$ cat src/rtl/wei_buf.sv
// Ping-pong weight buffer: the loader fills one bank while the cache arbiter
// random-reads the other; a release pulse hands the read bank back for refill.
module wei_buf #(
  parameter int DATA_WIDTH     = 8,
  parameter int WEI_ADDR_WIDTH = 8
) (
  input  logic                      clk,
  input  logic                      rst_n,
  input  logic                      TOPWBF_CfgVld,
  output logic                      WBFTOP_CfgRdy,
  input  logic                      TOPWBF_DatVld,
  input  logic [DATA_WIDTH-1:0]     TOPWBF_Dat,
  input  logic                      TOPWBF_DatLast,
  output logic                      WBFTOP_DatRdy,
  input  logic                      TOPWBF_Rel,
  input  logic                      WCAWBF_AdrVld,
  input  logic [WEI_ADDR_WIDTH-1:0] WCAWBF_Adr,
  output logic                      WBFWCA_AdrRdy,
  output logic                      WBFWCA_DatVld,
  output logic [DATA_WIDTH-1:0]     WBFWCA_Dat,
  input  logic                      WCAWBF_DatRdy
);

  localparam int DEPTH = 2 ** WEI_ADDR_WIDTH;
  localparam logic [WEI_ADDR_WIDTH-1:0] ADDR_MAX = '1;

  logic [1:0]                bank_full;
  logic [1:0]                full_nxt;
  logic                      wr_bank;
  logic                      rd_bank;
  logic [WEI_ADDR_WIDTH-1:0] wr_cnt;
  logic [WEI_ADDR_WIDTH:0]   len [2];
  logic [DATA_WIDTH-1:0]     mem [2][DEPTH];

  logic                      vld_p1;
  logic [DATA_WIDTH-1:0]     dat_p1;

  logic                      flush_fire;
  logic                      wr_fire;
  logic                      close_fire;
  logic                      rel_fire;
  logic                      adr_fire;
  logic                      in_range;
  logic [DATA_WIDTH-1:0]     rd_word;

  // Addresses at or beyond the filled length read back as zero.
  function automatic logic [DATA_WIDTH-1:0] clip_rd(input logic hit,
                                                    input logic [DATA_WIDTH-1:0] word);
    return hit ? word : '0;
  endfunction

  assign WBFTOP_CfgRdy = !vld_p1;
  assign WBFTOP_DatRdy = !bank_full[wr_bank];
  assign WBFWCA_AdrRdy = bank_full[rd_bank] & (!vld_p1 | WCAWBF_DatRdy);
  assign WBFWCA_DatVld = vld_p1;
  assign WBFWCA_Dat    = dat_p1;

  // A flush swallows every other same-cycle event.
  assign flush_fire = TOPWBF_CfgVld & WBFTOP_CfgRdy;
  assign wr_fire    = TOPWBF_DatVld & WBFTOP_DatRdy & !flush_fire;
  assign close_fire = wr_fire & (TOPWBF_DatLast | (wr_cnt == ADDR_MAX));
  assign rel_fire   = TOPWBF_Rel & bank_full[rd_bank] & !flush_fire;
  assign adr_fire   = WCAWBF_AdrVld & WBFWCA_AdrRdy & !flush_fire;

  assign in_range = {1'b0, WCAWBF_Adr} < len[rd_bank];
  assign rd_word  = mem[rd_bank][WCAWBF_Adr];

  // Close is applied after release so it wins if both ever hit the same bank.
  always_comb begin
    full_nxt = bank_full;
    if (rel_fire)
      full_nxt[rd_bank] = 1'b0;
    if (close_fire)
      full_nxt[wr_bank] = 1'b1;
  end

  always_ff @(posedge clk or negedge rst_n) begin
    if (!rst_n) begin
      bank_full <= 2'b00;
      wr_bank   <= 1'b0;
      rd_bank   <= 1'b0;
      wr_cnt    <= '0;
      len[0]    <= '0;
      len[1]    <= '0;
    end else if (flush_fire) begin
      bank_full <= 2'b00;
      wr_bank   <= 1'b0;
      rd_bank   <= 1'b0;
      wr_cnt    <= '0;
      len[0]    <= '0;
      len[1]    <= '0;
    end else begin
      bank_full <= full_nxt;
      if (close_fire) begin
        len[wr_bank] <= {1'b0, wr_cnt} + 1'b1;
        wr_bank      <= ~wr_bank;
        wr_cnt       <= '0;
      end else if (wr_fire) begin
        wr_cnt <= wr_cnt + 1'b1;
      end
      if (rel_fire)
        rd_bank <= ~rd_bank;
    end
  end

  always_ff @(posedge clk) begin
    if (wr_fire)
      mem[wr_bank][wr_cnt] <= TOPWBF_Dat;
  end

  // Stage p1: registered read data, held while the consumer stalls.
  always_ff @(posedge clk or negedge rst_n) begin
    if (!rst_n) begin
      vld_p1 <= 1'b0;
      dat_p1 <= '0;
    end else if (adr_fire) begin
      vld_p1 <= 1'b1;
      dat_p1 <= clip_rd(in_range, rd_word);
    end else if (vld_p1 & WCAWBF_DatRdy) begin
      vld_p1 <= 1'b0;
      dat_p1 <= '0;
    end
  end

endmodule

$ cat config.mk
export PLATFORM = sky130hd
export DESIGN_NAME = wei_buf
export DESIGN_NICKNAME = d
export VERILOG_FILES = /design/src/rtl/wei_buf.sv
export SDC_FILE = /design/constraint.sdc
export NUM_CORES = 2
export LEC_CHECK = 0
export ABC_AREA = 1
export ABC_CLOCK_PERIOD_IN_PS = 3700
export CORE_MARGIN = 3
export CORE_UTILIZATION = 51
export CTS_CLUSTER_DIAMETER = 80
export CTS_CLUSTER_SIZE = 25
export DETAILED_ROUTE_END_ITERATION = 8
export HOLD_SLACK_MARGIN = 0.1
export PLACE_DENSITY = 0.66
export SYNTH_ARGS = -nofsm -noshare
export SYNTH_HDL_FRONTEND = slang
export SYNTH_SLANG_ARGS = --single-unit
export TNS_END_PERCENT = 1
$ cat constraint.sdc
create_clock -name clk -period 3.7 [get_ports clk]
set_clock_uncertainty 0.1 [all_clocks]
set_input_delay 0.74 -clock clk [delete_from_list [all_inputs] [get_ports clk]]
set_output_delay 0.74 -clock clk [all_outputs]
set_load 0.005 [all_outputs]
==> results.txt <==
----------------------------------------------------
[Status]
  Run status ... finished, final reports clean

[Die]
  Effective utilization at floorplan ... 51.4%
  Die height ... 581 um
  DIE WIDTH ... 581 um
  Total Die Area ... 338,000 um2
  IO Count ... 36
  Core ar. ... 328,000 um2
  Number of placement rows ... 210

[GRT]
  Largest net degree at the start of global routing ... 142
  Global-route usage over all layers ... 26.8%
  Antenna violations before repair ... 13
  Final global-route overflow total ... 0
  First-pass GRT wire length ... 685,000 um
  Vias in the first global route ... 105,000

[Synth]
  Number of warning messages in the yosys log ... 0
  Cell accounting for the most synthesized area ... sky130_fd_sc_hd__edfxtp_1
  Largest cells by area after synthesis ... sky130_fd_sc_hd__edfxtp_1 (73%), sky130_fd_sc_hd__nand3_1 (12%), sky130_fd_sc_hd__nand2_1 (9.3%)
  Synth Register Bits ... 4,135
  Most used standard cell by instance count after synthesis ... sky130_fd_sc_hd__nand2_1
  Number of flops mapped to enable cells by yosys ... 4,096
  Distinct cells, synth ... 29
  Dominant synthesized flop cell ... sky130_fd_sc_hd__edfxtp_1
  Proportion of register bits with asynchronous set or reset after synthesis ... 0.943%
  Leading post-synthesis cells by instance count ... sky130_fd_sc_hd__nand2_1 (4,194), sky130_fd_sc_hd__edfxtp_1 (4,096), sky130_fd_sc_hd__nand3_1 (4,086), sky130_fd_sc_hd__buf_2 (546), sky130_fd_sc_hd__nor3_1 (514)
  Share of the synthesized area in the top cell type ... 72.8%
  Post-synth net total ... 14,200
  Mean Syn Cell Area ... 11.9 um2
  Mapped Cells ... 14,100
  Fraction of the yosys area taken by sequential cells ... 73.4%
  Post-Syn Area ... 169,000 um2

[Timing]
  Setup repair after global routing missed its margin ... no
  Total negative slack for setup checks ... 0 ps
  Worst relative slew slack ... 29.9%
  Worst Max-Slew Pin Slew ... 1050 ps
  Portion of the clock cycle consumed by the worst path in the final layout ... 96.6%
  Max-slew violations ... 0
  Min Hold Slack ... 189 ps
  Time the worst path needs with I/O delays and setup ... 3570 ps
  Setup violations, final ... 0
  Final Hold Violating Endpoints ... 0
  F_max ... 0.280 GHz

[Critical path]
  Worst path cell trace ... inv_16, nand2_1, nand2_1, o21ai_0, inv_1, clkdlybuf4s50_1
  Number of cells on the worst reg-to-reg path ... 15
  Number of cells on the critical path ... 6
  Destination of the critical timing path ... WBFWCA_AdrRdy
  Most Frequent Cell on Critical Path ... sky130_fd_sc_hd__nand2_1
  Worst Setup SP ... rd_bank$_DFFE_PN0P_
  Worst R2R Setup Slack ... 140 ps
  Element type at the critical path start ... flip-flop
  Critical path endpoint category ... primary output
  Buffers & Inverters on Critical Path ... 3
  Slowest stage cell, crit path ... sky130_fd_sc_hd__dfrtp_4
  Req. time, crit path ... 2860 ps
  Longest individual stage delay on the worst path ... 580 ps
  Critical Setup Path Class ... reg2out
  Cell type group with the largest total delay on the critical path ... buffers and inverters
  Crit path DAT ... 2730 ps
  Critical R2R Capture ... WBFWCA_Dat[7]$_DFFE_PN0P_
  Critical Path Fanout Max ... 23
  R2r startpoint ... rd_bank$_DFFE_PN0P_

[Layout]
  Share of post-route cells with drive strength above 1 ... 9.54%
  Post-layout nets ... 14,500
  Filler cells ... 26,400
  Flip-flop and latch area ... 124,000 um2
  Area growth, synth to finish ... 10.2%
  Area taken by multi-input logic gates ... 39,400 um2

[Power and ir drop]
  Cell area power density ... 451 nW/um2
  Static leakage power ... 64.6 nW
  Clock share of power ... 29.4%
  Power share of the combinational group ... 9.3%
  Cell internal power dissipation ... 0.0638 W
  Worst voltage drop across the vdd grid ... 0.415 mV
  Share of total power in sequential cells ... 61.3%
  Power spent charging and discharging nets ... 0.0202 W
  Proportion of total power due to net switching ... 24.0%

[Clock network]
  CTS max path bufs ... 4
  CTS tree ... yes
  CTS buffer count ... 194
  Insertion delay to the later sink of the worst-skew pair ... 950 ps
  Number of sinks driven by the clock tree ... 4,135
  Clk pin slew, worst setup/hold paths ... 100 ps
  Number of H-tree branching levels ... 4
  Clock Tree Root ... sky130_fd_sc_hd__clkbuf_16

[Routing]
  Average wire length per cell after detail routing ... 24.6 um
  DRT iter0 DRCs ... 14,000
  DRC Markers ... 0
  Total number of vias ... 112,000
  Initial DRT Pass Iterations ... 6
  Average vias per placed instance ... 5.95
  Final routed wirelength across all metal layers ... 464,000 um
  Routed Antenna Nets ... 0

[Worst hold path]
  Tightest Hold Check Type ... in2reg

[Job]
  Max_cap viols ... 0

[Place]
  Post-DP HPWL ... 278,000 um
  Global placement routability congestion ... 0.890
  IO buf count ... 35

----------------------------------------------------
through the flow:
| stage | setup WS [ps] | power (W) | area (um2) | utilization [%] | cells |
|---|---|---|---|---|---|
| floorplan | 869 | 0.0567 | 169000 | - | 14100 |
| global placement | 44.1 | 0.0602 | 180000 | 54.9 | 18600 |
| detailed placement | 55.4 | 0.0603 | 180000 | 54.9 | 18600 |
| CTS | 28.3 | 0.0842 | 186000 | 56.7 | 18900 |
| global route | 28.2 | 0.0864 | 186000 | 56.7 | 18900 |
| finish | 125 | 0.0840 | 186000 | 56.7 | 18900 |
routing by layer:
layer | vias up | track usage (%) | wire length, um
met3 | 761 | 3.39 | 40900
met2 | 5391 | 42.8 | 218000
met4 | 6 | 10.2 | 19900
li1 | 51000 | - | -
met5 | - | 0 | 33
met1 | 55000 | 37.9 | 185000
cells in the final DEF, fill, tap and decap left out, drive strengths merged:
| cell type | netlist | layout |
|---|---|---|
| a21boi | 1 | 1 |
| a21o | 1 | 1 |
| a21oi | 6 | 6 |
| a31oi | 3 | 3 |
| buf | 824 | 1132 |
| bufbuf | 0 | 1 |
| bufinv | 0 | 5 |
| clkbuf | 242 | 243 |
| clkdlybuf4s50 | 0 | 20 |
| clkinv | 2 | 21 |
| clkinvlp | 0 | 3 |
| dfrtp | 39 | 39 |
| diode | 0 | 3 |
| dlygate4sd3 | 0 | 5 |
| edfxtp | 4096 | 4096 |
| ha | 11 | 11 |
| inv | 43 | 58 |
| nand2 | 4194 | 4194 |
| nand3 | 4086 | 4086 |
| nand4 | 12 | 12 |
| nor2 | 15 | 15 |
| nor3 | 514 | 514 |
| o211ai | 1 | 1 |
| o21ai | 23 | 23 |
| o22ai | 17 | 17 |
| o31ai | 1 | 1 |
| xnor2 | 1 | 1 |
| xor2 | 2 | 2 |
registers in the layout (all words and copies together), names as in the netlist:
name,flops
WBFWCA_DatVld,1
wr_cnt,8
mem,4096
rd_bank,1
len,18
wr_bank,1
WBFWCA_Dat,8
bank_full,2
power groups by stage:
stage	Sequential, W	Clock (W)	Combinational [W]
after floorplan	0.0525	0	0.00417
after global routing	0.0515	0.0265	0.00839
after detailed placement	0.0526	0	0.00770
final	0.0515	0.0247	0.00782
after global placement	0.0526	0	0.00762
after CTS	0.0515	0.0250	0.00775
what timing repair did:
action / in CTS / in global routing
gates resized for setup: 1 / 0
setup endpoints to repair: 1 / 0
setup buffers: 2 / 0
hold buffers: 5 / 0
endpoints found under the hold margin: 74 / 0
cells by family after synthesis:
kind of cell | synth area share, %
adders and majority gates | 0.0815
and+or+nand+nor | 23.0
AOI/OAI and AO/OA | 0.180
DFF | 73.4
xor gates and xnor gates | 0.0156
buffers and inverters | 3.29
layout make-up:
class / count / area share [%]
multi-input combinational: 8888 / 21.2
clock buffer: 243 / 2.74
timing repair inverter: 1 / 0.00471
antenna: 3 / 0.00403
tap: 4346 / 2.92
sequential: 4135 / 66.6
inverter: 45 / 0.124
clock inverter: 41 / 0.287
timing repair buffer: 1158 / 6.11
worst min-delay path by stage:
stage | cells after the start | slack, ps | startpoint | to
global placement | 2 | 390 | len[13]$_DFFE_PN0P_ | len[13]$_DFFE_PN0P_
detailed placement | 2 | 400 | len[10]$_DFFE_PN0P_ | len[10]$_DFFE_PN0P_
global route | 1 | 180 | TOPWBF_Dat[4] | mem[0][1580]$_DFFE_PP_
floorplan | 0 | 340 | rst_n | WBFWCA_DatVld$_DFFE_PN0P_
CTS | 1 | 130 | TOPWBF_Dat[4] | mem[0][1580]$_DFFE_PP_
finish | 1 | 190 | TOPWBF_Dat[4] | mem[1][1732]$_DFFE_PP_
Power figures use the tool's default switching activity.
